===== config.mk =====
export PLATFORM = sky130hd
export DESIGN_NAME = bin2bcd_seq_flat
export DESIGN_NICKNAME = d
export VERILOG_FILES = /design/src/rtl/bin2bcd_seq_if.sv /design/src/rtl/bin2bcd_seq.sv /design/src/flat_wrapper.sv
export SDC_FILE = /design/constraint.sdc
export NUM_CORES = 1
export LEC_CHECK = 0
export BUFFER_PORTS_ARGS = -buffer_cell sky130_fd_sc_hd__buf_2
export CAP_MARGIN = 0
export CORE_MARGIN = 5
export CORE_UTILIZATION = 45
export CTS_CLUSTER_SIZE = 14
export DETAILED_ROUTE_END_ITERATION = 12
export GPL_TIMING_DRIVEN = 0
export PLACE_DENSITY = 0.72
export SYNTH_ARGS = -nofsm -noshare
export SYNTH_HDL_FRONTEND = slang
export SYNTH_SLANG_ARGS = --single-unit

===== constraint.sdc =====
create_clock -name clk -period 4 [get_ports clk]
set_clock_uncertainty 0.2 [all_clocks]
set_input_delay 0.2 -clock clk [delete_from_list [all_inputs] [get_ports clk]]
set_output_delay 0.2 -clock clk [all_outputs]
set_load 0.02 [all_outputs]

===== src/rtl/bin2bcd_seq_if.sv =====
// Start/busy/done handshake bundle for the sequential binary-to-BCD converter.
// The optional blanking output exists only when BIN2BCD_BLANK_EN is defined.
interface bin2bcd_seq_if #(
    parameter int unsigned BIN_W  = 14,
    parameter int unsigned DIGITS = 4
);
    logic                  start;
    logic [BIN_W-1:0]      bin;
    logic                  busy;
    logic                  done;
    logic [4*DIGITS-1:0]   bcd;
    logic                  overflow;
`ifdef BIN2BCD_BLANK_EN
    logic [DIGITS-1:0]     blank;

    modport master (output start, bin, input busy, done, bcd, overflow, blank);
    modport slave  (input start, bin, output busy, done, bcd, overflow, blank);
`else
    modport master (output start, bin, input busy, done, bcd, overflow);
    modport slave  (input start, bin, output busy, done, bcd, overflow);
`endif
endinterface


===== src/rtl/bin2bcd_seq.sv =====
// Sequential binary-to-BCD converter (double dabble, one bit per clock).
// Feeds the per-digit 7-segment decoders; result is held between conversions.
// Optional macro BIN2BCD_BLANK_EN adds a per-digit leading-zero blank output.
module bin2bcd_seq #(
    parameter int unsigned BIN_W  = 14,
    parameter int unsigned DIGITS = 4
) (
    input logic          clk,
    input logic          rst,
    bin2bcd_seq_if.slave bus
);
    localparam int unsigned CntW = $clog2(BIN_W + 1);

    function automatic logic [63:0] pow10(input int unsigned n);
        logic [63:0] r;
        r = 64'd1;
        for (int unsigned i = 0; i < n; i++) begin
            r = r * 64'd10;
        end
        return r;
    endfunction

    localparam logic [63:0] OvfLimit = pow10(DIGITS);

`ifdef BIN2BCD_BLANK_EN
    // Digit i (i >= 1) blanks when it and every higher digit are zero.
    function automatic logic [DIGITS-1:0] calc_blank(input logic [4*DIGITS-1:0] v);
        logic [DIGITS-1:0] b;
        logic              upper_zero;
        b          = '0;
        upper_zero = 1'b1;
        for (int i = int'(DIGITS) - 1; i >= 1; i--) begin
            upper_zero = upper_zero & (v[4*i +: 4] == 4'd0);
            b[i]       = upper_zero;
        end
        return b;
    endfunction
`endif

    typedef enum logic [1:0] {StIdle, StShift, StDone} state_e;

    state_e              state_q, state_d;
    logic [BIN_W-1:0]    shift_q, shift_d;
    logic [4*DIGITS-1:0] work_q, work_d;
    logic [4*DIGITS-1:0] adj;
    logic [CntW-1:0]     cnt_q, cnt_d;
    logic                ovf_pend_q, ovf_pend_d;
    logic [4*DIGITS-1:0] bcd_q, bcd_d;
    logic                ovf_q, ovf_d;
`ifdef BIN2BCD_BLANK_EN
    logic [DIGITS-1:0]   blank_q, blank_d;
`endif

    // Add-3 correction of every working digit that is 5 or more.
    always_comb begin
        adj = work_q;
        for (int unsigned d = 0; d < DIGITS; d++) begin
            if (work_q[4*d +: 4] >= 4'd5) begin
                adj[4*d +: 4] = work_q[4*d +: 4] + 4'd3;
            end
        end
    end

    // Next-state logic: accept, shift one bit per cycle, publish on entering DONE.
    always_comb begin
        state_d    = state_q;
        shift_d    = shift_q;
        work_d     = work_q;
        cnt_d      = cnt_q;
        ovf_pend_d = ovf_pend_q;
        bcd_d      = bcd_q;
        ovf_d      = ovf_q;
`ifdef BIN2BCD_BLANK_EN
        blank_d    = blank_q;
`endif
        unique case (state_q)
            StIdle, StDone: begin
                state_d = StIdle;
                if (bus.start) begin
                    state_d    = StShift;
                    shift_d    = bus.bin;
                    work_d     = '0;
                    cnt_d      = CntW'(BIN_W);
                    ovf_pend_d = (64'(bus.bin) >= OvfLimit);
                end
            end
            StShift: begin
                // Top-digit carry falls off the end: low digits stay exact.
                shift_d = {shift_q[BIN_W-2:0], 1'b0};
                work_d  = {adj[4*DIGITS-2:0], shift_q[BIN_W-1]};
                cnt_d   = cnt_q - CntW'(1);
                if (cnt_q == CntW'(1)) begin
                    state_d = StDone;
                    bcd_d   = work_d;
                    ovf_d   = ovf_pend_q;
`ifdef BIN2BCD_BLANK_EN
                    blank_d = calc_blank(work_d);
`endif
                end
            end
            default: state_d = StIdle;
        endcase
    end

    // State and datapath registers; reset abandons any conversion in flight.
    always_ff @(posedge clk) begin
        if (rst) begin
            state_q    <= StIdle;
            shift_q    <= '0;
            work_q     <= '0;
            cnt_q      <= '0;
            ovf_pend_q <= 1'b0;
            bcd_q      <= '0;
            ovf_q      <= 1'b0;
`ifdef BIN2BCD_BLANK_EN
            blank_q    <= '0;
`endif
        end else begin
            state_q    <= state_d;
            shift_q    <= shift_d;
            work_q     <= work_d;
            cnt_q      <= cnt_d;
            ovf_pend_q <= ovf_pend_d;
            bcd_q      <= bcd_d;
            ovf_q      <= ovf_d;
`ifdef BIN2BCD_BLANK_EN
            blank_q    <= blank_d;
`endif
        end
    end

    assign bus.busy     = (state_q == StShift);
    assign bus.done     = (state_q == StDone);
    assign bus.bcd      = bcd_q;
    assign bus.overflow = ovf_q;
`ifdef BIN2BCD_BLANK_EN
    assign bus.blank    = blank_q;
`endif

endmodule

===== src/flat_wrapper.sv =====
// flat-port wrapper written by rule: the top's interface ports become plain ports
module bin2bcd_seq_flat 
#(
    parameter int unsigned BIN_W  = 14,
    parameter int unsigned DIGITS = 4
)
  (clk, rst, bus_start, bus_bin, bus_busy, bus_done, bus_bcd, bus_overflow);
  bin2bcd_seq_if #(.BIN_W(BIN_W), .DIGITS(DIGITS)) bus_i ();
  input logic clk;
  input logic rst;
  input wire logic [$bits(bus_i.start)-1:0] bus_start;
  input wire logic [$bits(bus_i.bin)-1:0] bus_bin;
  output wire logic [$bits(bus_i.busy)-1:0] bus_busy;
  output wire logic [$bits(bus_i.done)-1:0] bus_done;
  output wire logic [$bits(bus_i.bcd)-1:0] bus_bcd;
  output wire logic [$bits(bus_i.overflow)-1:0] bus_overflow;
  assign bus_i.start = bus_start;
  assign bus_i.bin = bus_bin;
  assign bus_busy = bus_i.busy;
  assign bus_done = bus_i.done;
  assign bus_bcd = bus_i.bcd;
  assign bus_overflow = bus_i.overflow;
  bin2bcd_seq #(.BIN_W(BIN_W), .DIGITS(DIGITS)) u_core (.clk(clk), .rst(rst), .bus(bus_i));
endmodule

==> metrics.cfg <==
[die]
die_w_um=83.8
core_um2=5200
pin_count=36
rows=26
dieHeight_um=83.8
dieArea_um2=7020
start_util_pct=47.1

[synthesis]
synth_area_per_cell_um2=8.57
synth_cell_types=32
synth_seq_cells=54
synth_warnings=0
yosysSeqAreaShare_pct=44.1
syn_inst=286
netlist_area_um2=2450
syn_nets=313

[run_status]
outcome=completed

[route]
vias_per_cell=5.33
drt_first_pass_iters=4
wire_per_inst_um=13.8
drc=0
routed_wirelength_um=5670
drt-initial-drc-count=106
antenna_left=0
num_vias=2197

[critical_path]
crit_required_ps=3600
cp-endpoint=bus_busy
crit_path_frequent_cell=buf_2
cp_cell_sequence=nand2b_1 > buf_2 > inv_2 > clkbuf_1 > buf_2
path_class=register to output pin
crit_family=buffers and inverters
r2r-end=u_core.bus.bcd[11]
r2r_slack_ps=2050
worstPathArrival_ps=1690
cp-start-kind=register
r2r_cells=5
cp-end-kind=output pin
reg2reg_from=u_core.cnt_q[0]
cp_num_cells=5
critPathBufInv=4
cpPeakStageDelay_ps=420
critPathLaunch=u_core.state_q[1]
cp_max_fo=10
cpMaxStageDelayCell=clkbuf_1

[clock_network]
cts_made_buffers=5
cts_setup_buffers=0
cts_sinks=54
clockRootBuffer=clkbuf_8
insertion_delay_ps=310
cts_tree=done
cts_buffer_depth=2
clk_pin_slew_worst_paths_ps=90
cts_max_level=2

[power]
clock_power_share_pct=31.2
leakagePower_nw=1.10
p_switching_uw=259
power_frac_seq_pct=57.0
p_per_area_nw_per_um2=342
p_int_uw=746
pwr-share-comb_pct=11.8
peakVddDrop_uv=193
p_sw_share_pct=25.8

[sta]
hold_slack_ps=185
setup_viol=0
fin_tns_setup_ps=0
tightest_slew_ps=597
max_freq_mhz=479
min_period_over_period_pct=52.2
finalHoldViolCount=0
drv_slew=0
rsz0062_at_grt=false
min_period_ps=2090
relSlewSlack_pct=60.1

[cells_and_area]
final_cell_area_um2=2940
diodes=0
final_layout_size_suffix_gt1_share_pct=18.1
final_net_count=368
synthToLayoutAreaGrowth_pct=20.0
mostFrequentLayoutCell=dfxtp_1
final_cell_mix=54 x dfxtp_1, 41 x nand2_1, 38 x buf_2, 29 x nor2_1, 20 x a21oi_1
fillers=491

[placement]
hpwl_um=3930
gp_congestion=0.797
portBuffers=34
dpl_cell_area_um2=2710

[global_route]
grt_overflow=0
track_usage_pct=16.8
antenna_found_initial=0
grt_max_degree=16
grt_first_pass_wirelength_um=9770
grt_pass1_vias=2163

[hold_path]
hold_class=input port to register

[run]
maxCapViolations=0

-- through the flow --
| step | instances | setup slack [ps] | power (mW) | util (%) |
|---|---|---|---|---|
| floorplan | 286 | 2230 | 0.655 | - |
| global placement | 390 | 2100 | 0.688 | 52.0 |
| detailed placement | 390 | 2060 | 0.692 | 52.0 |
| CTS | 412 | 1910 | 1.01 | 56.5 |
| global route | 412 | 1750 | 1.05 | 56.5 |
| finish | 412 | 1910 | 1.00 | 56.5 |
-- flip-flops by register name (all words and copies together) (netlist names) --
| name | cells |
|---|---|
| u_core.work_q | 16 |
| u_core.shift_q | 14 |
| u_core.cnt_q | 4 |
| u_core.bus.bcd | 16 |
| u_core.bus.overflow | 1 |
| u_core.ovf_pend_q | 1 |
| u_core.state_q | 2 |
-- worst min path at each step --
stage	slack, ps	endpoint	depth (start not counted)	start
floorplan	160	u_core.shift_q[1]	2	bus_bin[1]
global placement	240	u_core.work_q[13]	2	u_core.work_q[13]
detailed placement	250	u_core.work_q[13]	2	u_core.work_q[13]
CTS	180	u_core.shift_q[1]	5	bus_start
global route	230	u_core.shift_q[3]	5	bus_start
finish	180	u_core.shift_q[1]	5	bus_start
-- worst reg2reg max path, stage by stage (launching register included) --
cell and delay [ps]:
dfxtp_1 420, ha_1 170, or3b_4 400, nor2_4 180, buf_2 320, a211oi_1 130
-- per-layer routing --
metal	track usage, %	vias to the layer above	wire, um
met4	7.02	0	129
met3	3.95	15	309
li1	-	1099	-
met1	20.5	1028	2460
met5	0	-	0
met2	28.3	55	2770
-- kinds of logic after synthesis --
| group | after synthesis | share of synthesized area (%) |
|---|---|---|
| AO/OA/AOI/OAI | 71 | 20.1 |
| XOR/XNOR | 5 | 1.79 |
| adder cells (fa/ha/maj) | 10 | 5.10 |
| buffers and inverters | 31 | 5.41 |
| flip-flops | 54 | 44.1 |
| multiplexers | 6 | 2.65 |
| AND/OR/NAND/NOR | 109 | 20.8 |
-- area by class of cell --
| cell class | instances | area, um2 | area share (%) |
|---|---|---|---|
| Buffer | 19 | 87.6 | 2.98 |
| Clock buffer | 7 | 86.3 | 2.94 |
| Clock inverter | 1 | 5.00 | 0.170 |
| Inverter | 12 | 45.0 | 1.53 |
| Multi-Input combinational cell | 201 | 1240 | 42.1 |
| Sequential cell | 54 | 1080 | 36.8 |
| Tap cell | 70 | 87.6 | 2.98 |
| Timing Repair Buffer | 48 | 310 | 10.6 |
-- synthesized netlist by cell type, drive strengths merged --
library cell | n | area, um2
a211oi | 7 | 52.6
a21oi | 20 | 100
a22oi | 3 | 22.5
a311oi | 13 | 114
buf | 8 | 46.3
clkbuf | 11 | 41.3
dfxtp | 54 | 1080
ha | 10 | 125
inv | 12 | 45.0
mux2 | 4 | 45.0
mux2i | 2 | 20.0
nand2 | 41 | 154
nand2b | 15 | 93.8
nand3 | 5 | 25.0
nor2 | 30 | 120
nor2b | 2 | 12.5
nor3 | 6 | 30.0
nor3b | 6 | 45.0
nor4 | 2 | 12.5
o21ai | 19 | 95.1
o22ai | 8 | 100
o311ai | 1 | 8.76
or3 | 1 | 6.26
or3b | 1 | 11.3
xnor2 | 4 | 35.0
xor2 | 1 | 8.76
-- power groups by stage --
stage          registers (mW)  clock network, mW  logic (mW)
2_1_floorplan           0.583                  0      0.0721
3_3_place_gp            0.583                  0       0.105
3_5_place_dp            0.584                  0       0.108
4_1_cts                 0.572              0.324       0.118
5_1_grt                 0.575              0.344       0.133
6_report                0.572              0.314       0.119
-- what timing repair did --
action	CTS	global route
endpoints found under the hold margin	15	0
hold buffers	14	0
gates resized for setup	0	0
Power figures use the tool's default switching activity.
